==> src/rtl/alt_norm_seq_if.sv <==
// Handshake bundle between the half-ALT multiplier and its
// sequential post-normalizer.
interface alt_norm_seq_if #(
  parameter int EXP_W  = 6,
  parameter int FRAC_W = 10
);
  logic                    in_valid;
  logic                    in_ready;
  logic [EXP_W-1:0]        in_exp;
  logic [FRAC_W-1:0]       in_prod;
  logic                    out_valid;
  logic                    out_ready;
  logic [EXP_W+FRAC_W-1:0] out_sum;
  logic [3:0]              out_shift;
  logic                    out_uflow;
  logic                    busy;

  modport master (
    output in_valid, in_exp, in_prod, out_ready,
    input  in_ready, out_valid, out_sum,
    input  out_shift, out_uflow, busy
  );

  modport slave (
    input  in_valid, in_exp, in_prod, out_ready,
    output in_ready, out_valid, out_sum,
    output out_shift, out_uflow, busy
  );
endinterface

==> src/rtl/alt_norm_seq.sv <==
// One-bit-per-clock left normalizer for the half-ALT multiplier.
// Define ALT_NORM_UFLOW_FLUSH_EN to flush exponent underflow to zero.
module alt_norm_seq #(
  parameter int EXP_W     = 6,
  parameter int FRAC_W    = 10,
  parameter int MAX_SHIFT = 9
) (
  input logic           clk,
  input logic           rst,
  alt_norm_seq_if.slave bus
);

  typedef enum logic [1:0] {
    IDLE,
    SHIFT,
    DONE
  } state_t;

  localparam logic [EXP_W-1:0] E_MIN =
    {1'b1, {(EXP_W-1){1'b0}}};

  state_t                  state;
  logic [EXP_W-1:0]        e;
  logic [FRAC_W-1:0]       p;
  logic [3:0]              cnt;
  logic                    valid_q;
  logic [EXP_W+FRAC_W-1:0] sum_q;
  logic [3:0]              shift_q;
  logic                    uflow_q;
`ifdef ALT_NORM_UFLOW_FLUSH_EN
  logic                    uflow;
`endif

  assign bus.in_ready  = (state == IDLE);
  assign bus.busy      = (state != IDLE);
  assign bus.out_valid = valid_q;
  assign bus.out_sum   = sum_q;
  assign bus.out_shift = shift_q;
  assign bus.out_uflow = uflow_q;

  always_ff @(posedge clk or posedge rst) begin
    if (rst) begin
      state   <= IDLE;
      e       <= '0;
      p       <= '0;
      cnt     <= '0;
      valid_q <= 1'b0;
      sum_q   <= '0;
      shift_q <= '0;
      uflow_q <= 1'b0;
`ifdef ALT_NORM_UFLOW_FLUSH_EN
      uflow   <= 1'b0;
`endif
    end else begin
      unique case (state)
        IDLE: begin
          if (bus.in_valid) begin
            e   <= bus.in_exp;
            p   <= bus.in_prod;
            cnt <= '0;
`ifdef ALT_NORM_UFLOW_FLUSH_EN
            uflow <= 1'b0;
`endif
            // Zero product has nothing to normalize.
            if (bus.in_prod == '0) begin
              sum_q   <= '0;
              shift_q <= '0;
              uflow_q <= 1'b0;
              valid_q <= 1'b1;
              state   <= DONE;
            end else begin
              state <= SHIFT;
            end
          end
        end
        SHIFT: begin
          if (!p[FRAC_W-1] && cnt < 4'(MAX_SHIFT)) begin
            p   <= p << 1;
            e   <= e - 1'b1;
            cnt <= cnt + 4'd1;
`ifdef ALT_NORM_UFLOW_FLUSH_EN
            if (e == E_MIN)
              uflow <= 1'b1;
`endif
          end else begin
            shift_q <= cnt;
            valid_q <= 1'b1;
            state   <= DONE;
`ifdef ALT_NORM_UFLOW_FLUSH_EN
            sum_q   <= uflow ? '0 : {e, p};
            uflow_q <= uflow;
`else
            sum_q   <= {e, p};
            uflow_q <= 1'b0;
`endif
          end
        end
        DONE: begin
          if (bus.out_ready) begin
            valid_q <= 1'b0;
            state   <= IDLE;
          end
        end
        default: state <= IDLE;
      endcase
    end
  end

`ifndef ALT_NORM_UFLOW_FLUSH_EN
  logic unused_emin;
  assign unused_emin = ^E_MIN;
`endif

endmodule

==> src/flat_wrapper.sv <==
// flat-port wrapper written by rule: the top's interface ports become plain ports
module alt_norm_seq_flat 
#(
  parameter int EXP_W     = 6,
  parameter int FRAC_W    = 10,
  parameter int MAX_SHIFT = 9
)
  (clk, rst, bus_in_valid, bus_in_exp, bus_in_prod, bus_out_ready, bus_in_ready, bus_out_valid, bus_out_sum, bus_out_shift, bus_out_uflow, bus_busy);
  alt_norm_seq_if #(.EXP_W(EXP_W), .FRAC_W(FRAC_W)) bus_i ();
  input logic clk;
  input logic rst;
  input wire logic [$bits(bus_i.in_valid)-1:0] bus_in_valid;
  input wire logic [$bits(bus_i.in_exp)-1:0] bus_in_exp;
  input wire logic [$bits(bus_i.in_prod)-1:0] bus_in_prod;
  input wire logic [$bits(bus_i.out_ready)-1:0] bus_out_ready;
  output wire logic [$bits(bus_i.in_ready)-1:0] bus_in_ready;
  output wire logic [$bits(bus_i.out_valid)-1:0] bus_out_valid;
  output wire logic [$bits(bus_i.out_sum)-1:0] bus_out_sum;
  output wire logic [$bits(bus_i.out_shift)-1:0] bus_out_shift;
  output wire logic [$bits(bus_i.out_uflow)-1:0] bus_out_uflow;
  output wire logic [$bits(bus_i.busy)-1:0] bus_busy;
  assign bus_i.in_valid = bus_in_valid;
  assign bus_i.in_exp = bus_in_exp;
  assign bus_i.in_prod = bus_in_prod;
  assign bus_i.out_ready = bus_out_ready;
  assign bus_in_ready = bus_i.in_ready;
  assign bus_out_valid = bus_i.out_valid;
  assign bus_out_sum = bus_i.out_sum;
  assign bus_out_shift = bus_i.out_shift;
  assign bus_out_uflow = bus_i.out_uflow;
  assign bus_busy = bus_i.busy;
  alt_norm_seq #(.EXP_W(EXP_W), .FRAC_W(FRAC_W), .MAX_SHIFT(MAX_SHIFT)) u_core (.clk(clk), .rst(rst), .bus(bus_i));
endmodule
==> config.mk <==
export PLATFORM = sky130hd
export DESIGN_NAME = alt_norm_seq_flat
export DESIGN_NICKNAME = d
export VERILOG_FILES = /design/src/rtl/alt_norm_seq_if.sv /design/src/rtl/alt_norm_seq.sv /design/src/flat_wrapper.sv
export SDC_FILE = /design/constraint.sdc
export NUM_CORES = 1
export LEC_CHECK = 0
export ABC_CLOCK_PERIOD_IN_PS = 2300
export CAP_MARGIN = 20
export CELL_PAD_IN_SITES_DETAIL_PLACEMENT = 2
export CELL_PAD_IN_SITES_GLOBAL_PLACEMENT = 2
export CORE_ASPECT_RATIO = 0.75
export CORE_UTILIZATION = 32
export CTS_CLUSTER_SIZE = 28
export DETAILED_ROUTE_END_ITERATION = 8
export GPL_ROUTABILITY_DRIVEN = 0
export PLACE_DENSITY = 0.78
export SLEW_MARGIN = 20
export SYNTH_ARGS = -nofsm -noshare
export SYNTH_HDL_FRONTEND = slang
export SYNTH_SLANG_ARGS = --single-unit
==> constraint.sdc <==
create_clock -name clk -period 2.3 [get_ports clk]
set_input_delay 0.46 -clock clk [delete_from_list [all_inputs] [get_ports clk]]
set_output_delay 0.46 -clock clk [all_outputs]
set_load 0.01 [all_outputs]
==> Flow_metrics.wiki <==
{| class="wikitable"
! Metric !! Value
|-
| Layout cell share with drive strength beyond 1 || 12.5%
|-
| Pin count of the biggest net entering global routing || 44
|-
| Most common cell in the synthesized netlist || sky130_fd_sc_hd__dfrtp_1
|-
| Count of flip-flops with a built-in enable after synthesis || 0
|-
| Largest area contributor in the synthesized netlist || sky130_fd_sc_hd__dfrtp_1
|-
| Detailed router's first-iteration violation count || 63
|-
| Final worst clock skew || 7.16 ps
|-
| Cell count after synthesis || 172
|-
| Total power || 3.80 mW
|-
| Portion of the post-synthesis area used by sequential elements || 55.4%
|-
| DRC Markers || 0
|-
| Quantity of hold-fixing buffers added after cts || 0
|-
| Placement Rows || 24
|-
| Number of synthesized register bits || 43
|-
| Min cycle time layout || 2050 ps
|-
| Number of buffers on the longest clock path || 2
|-
| Uppermost layer routed || met4
|-
| Power share of the clock group || 13.9%
|-
| Clock network latency to the later pin of the worst-skew pair || 290 ps
|-
| Routed wire length per instance || 19.8 um
|-
| Worst hold margin || 503 ps
|-
| Via count normalized by instance count || 5.38
|-
| Leakage component of the power || 1.14 nW
|-
| GRT Util Overall || 19.8%
|-
| Register clock-pin slew on the reported worst setup and hold paths || 80 ps
|-
| Number of antenna violations at the first check in global routing || 0
|-
| Cell with the largest stage delay on the worst path || sky130_fd_sc_hd__clkdlybuf4s50_1
|-
| Mean instance size in the synthesized netlist || 11.3 um^2
|-
| Most used flip-flop cell after synthesis || sky130_fd_sc_hd__dfrtp_1
|-
| Metal-1 WL || 2730 um
|-
| Number of nets with antenna violations after routing || 0
|-
| Wire length on met3 || 166 um
|-
| Initial DRT Pass Iterations || 4
|-
| Clk Tree Root Cell || sky130_fd_sc_hd__clkbuf_8
|-
| Run status || finished, final reports clean
|-
| Top post-synthesis cells by area || sky130_fd_sc_hd__dfrtp_1, sky130_fd_sc_hd__a22o_1, sky130_fd_sc_hd__a2bb2oi_1
|-
| P&R area growth vs syn || 34.0%
|-
| Global-route wire length before repair || 9680 um
|-
| Switching share of power || 39.1%
|-
| Crit path DAT || 1590 ps
|-
| Number of buffer cells added on primary ports || 42
|-
| CORE AREA || 0.00583 mm^2
|-
| Worst-margin pin slew || 557 ps
|-
| CTS tree || built
|-
| Kind of end point of the critical path || output pin
|-
| Final max-slew violation count || 0
|-
| Data required, critical path || 1840 ps
|-
| Cts bufs inserted || 5
|-
| Largest fanout on the critical path || 7
|-
| Net count, final || 246
|-
| CTS H-Tree Depth || 2
|-
| Post-Place Setup Slack || -68.1 ps
|-
| Maximum clock frequency || 488 MHz
|-
| Routed wire length on met2 || 3050 um
|-
| Worst vdd rail ir drop || 488 uV
|-
| Power per cell area || 1460 mW/mm^2
|-
| Die ar. || 0.00639 mm^2
|-
| Worst Path Class, Setup || register to output pin
|-
| Antenna diode count || 0
|-
| Total congestion overflow after global routing || 0
|-
| Count of cells resized by post-cts repair || 0
|-
| Min-delay worst type || register to register
|-
| Async SR Flop Fraction || 100%
|-
| Maximum Capacitance Violations || 0
|-
| Fin worst setup slack || 251 ps
|-
| Setup violation total in the final timing report || 0
|-
| Comb power frac || 48.7%
|-
| Warnings from Yosys || 0
|-
| Via Count || 1626
|-
| Share of Yosys cell area claimed by the top area cell type || 55.4%
|-
| Internal power || 2.32 mW
|-
| Detailed placer's ending HPWL || 4490 um
|-
| Post-Route WL || 5980 um
|-
| Synth top cells by count || sky130_fd_sc_hd__dfrtp_1, sky130_fd_sc_hd__a22o_1, sky130_fd_sc_hd__nand2_1, sky130_fd_sc_hd__inv_1, sky130_fd_sc_hd__o21ai_0
|-
| Unrepaired setup endpoints after global routing || no
|-
| Via count of the first global-routing pass || 1807
|-
| Net count after synthesis || 195
|-
| Die Height || 69.5 um
|-
| Number of post-CTS setup repair buffers || 0
|-
| X dimension of the die || 92.0 um
|-
| I/O pin count || 44
|-
| Part of the power in registers || 37.3%
|-
| Worst-case headroom to the max-slew limit || 62.9%
|-
| Largest stage delay, worst path || 590 ps
|-
| Initial Util || 33.3%
|-
| Share of the core filled with cells in the final layout || 44.7%
|-
| Kind of start point of the critical path || register
|-
| Final Hold Violating Endpoints || 0
|-
| Clk sink count || 43
|-
| Post-synthesis instance area || 0.00194 mm^2
|-
| Switching power || 1.48 mW
|-
| Synth unique cells || 42
|-
| Ordered list of cells on the worst path || nor2_1, clkdlybuf4s50_1
|-
| Part of the cycle the worst path needs || 89.1%
|}
==> flip-flops by register name, indices dropped and copies added (netlist names) <==
register	flops
u_core.p	10
u_core.bus.out_sum	16
u_core.e	6
u_core.bus.out_valid	1
u_core.cnt	4
u_core.bus.out_shift	4
u_core.state	2
==> through the flow <==
stage	setup TNS, ps	instance area [um^2]	instances
floorplan	0	1940	172
CTS	0	2600	302
detailed placement	-870	2500	294
global placement	0	2500	294
global route	0	2600	302
finish	0	2600	302
==> worst paths after layout <==
check	startpoint	endpoint	slack (ps)	depth (start not counted)
min in group asynchronous	rst	u_core.bus.out_sum[9]$_DFFE_PP0P_	640	3
max	u_core.state[1]$_DFFE_PP0P_	bus_in_ready	250	2
min reg2reg	u_core.bus.out_sum[6]$_DFFE_PP0P_	u_core.bus.out_sum[6]$_DFFE_PP0P_	500	1
max in group asynchronous	rst	u_core.p[4]$_DFFE_PP0P_	1290	3
max reg2reg	u_core.cnt[1]$_DFFE_PP0P_	u_core.bus.out_sum[13]$_DFFE_PP0P_	330	7
min	u_core.bus.out_sum[6]$_DFFE_PP0P_	u_core.bus.out_sum[6]$_DFFE_PP0P_	500	1
==> cell type report <==
cell class                      count  area (um^2)
Multi-Input combinational cell    108          763
Tap cell                           78         97.6
Inverter                           11         41.3
Sequential cell                    43         1080
Fill cell                         612         3220
Clock buffer                        8          100
Timing Repair Buffer               54          523
==> layout by cell type, fill, tap and decap left out, drive strengths merged, types with 2 or more instances in the layout <==
cell / instances
nor2b: 2
o21ai: 12
nor2: 7
nand3: 5
nor4: 2
buf: 12
a2bb2oi: 8
mux2i: 2
ha: 3
clkbuf: 8
clkdlybuf4s50: 42
o211ai: 2
o22ai: 2
a21oi: 2
o221a: 2
nand2: 15
dfrtp: 43
nor3: 3
or4: 2
a22o: 20
nand2b: 3
a32oi: 2
inv: 11
o2bb2ai: 2
==> critical path, delay by kind of cell, from the launching register on <==
family | cells | cell delay (ps)
and+or+nand+nor | 1 | 230
DFF | 1 | 480
buffers and inverters | 1 | 590
==> routing by layer <==
layer | track usage (%) | up-vias
li1 | - | 736
met2 | 34.4 | 35
met4 | 4.51 | 0
met5 | 0 | -
met1 | 25.5 | 850
met3 | 3.84 | 5
==> power groups by stage <==
stage | combinational (mW) | clock, mW | sequential [mW]
floorplan | 0.986 | 0 | 1.40
global placement | 1.74 | 0 | 1.39
detailed placement | 1.86 | 0 | 1.43
CTS | 1.88 | 0.539 | 1.42
global route | 2.01 | 0.574 | 1.46
finish | 1.85 | 0.530 | 1.42
==> logic make-up after synthesis <==
group	Yosys count	share of synthesized area (%)
buffers and inverters	21	5.28
muxes	3	1.61
AOI/OAI and AO/OA	59	24.0
DFF	43	55.4
and+or+nand+nor	41	11.1
xor gates and xnor gates	1	0.451
other	1	0.193
adders and majority gates	3	1.93
Note: power is estimated with default switching activity, not from simulation.
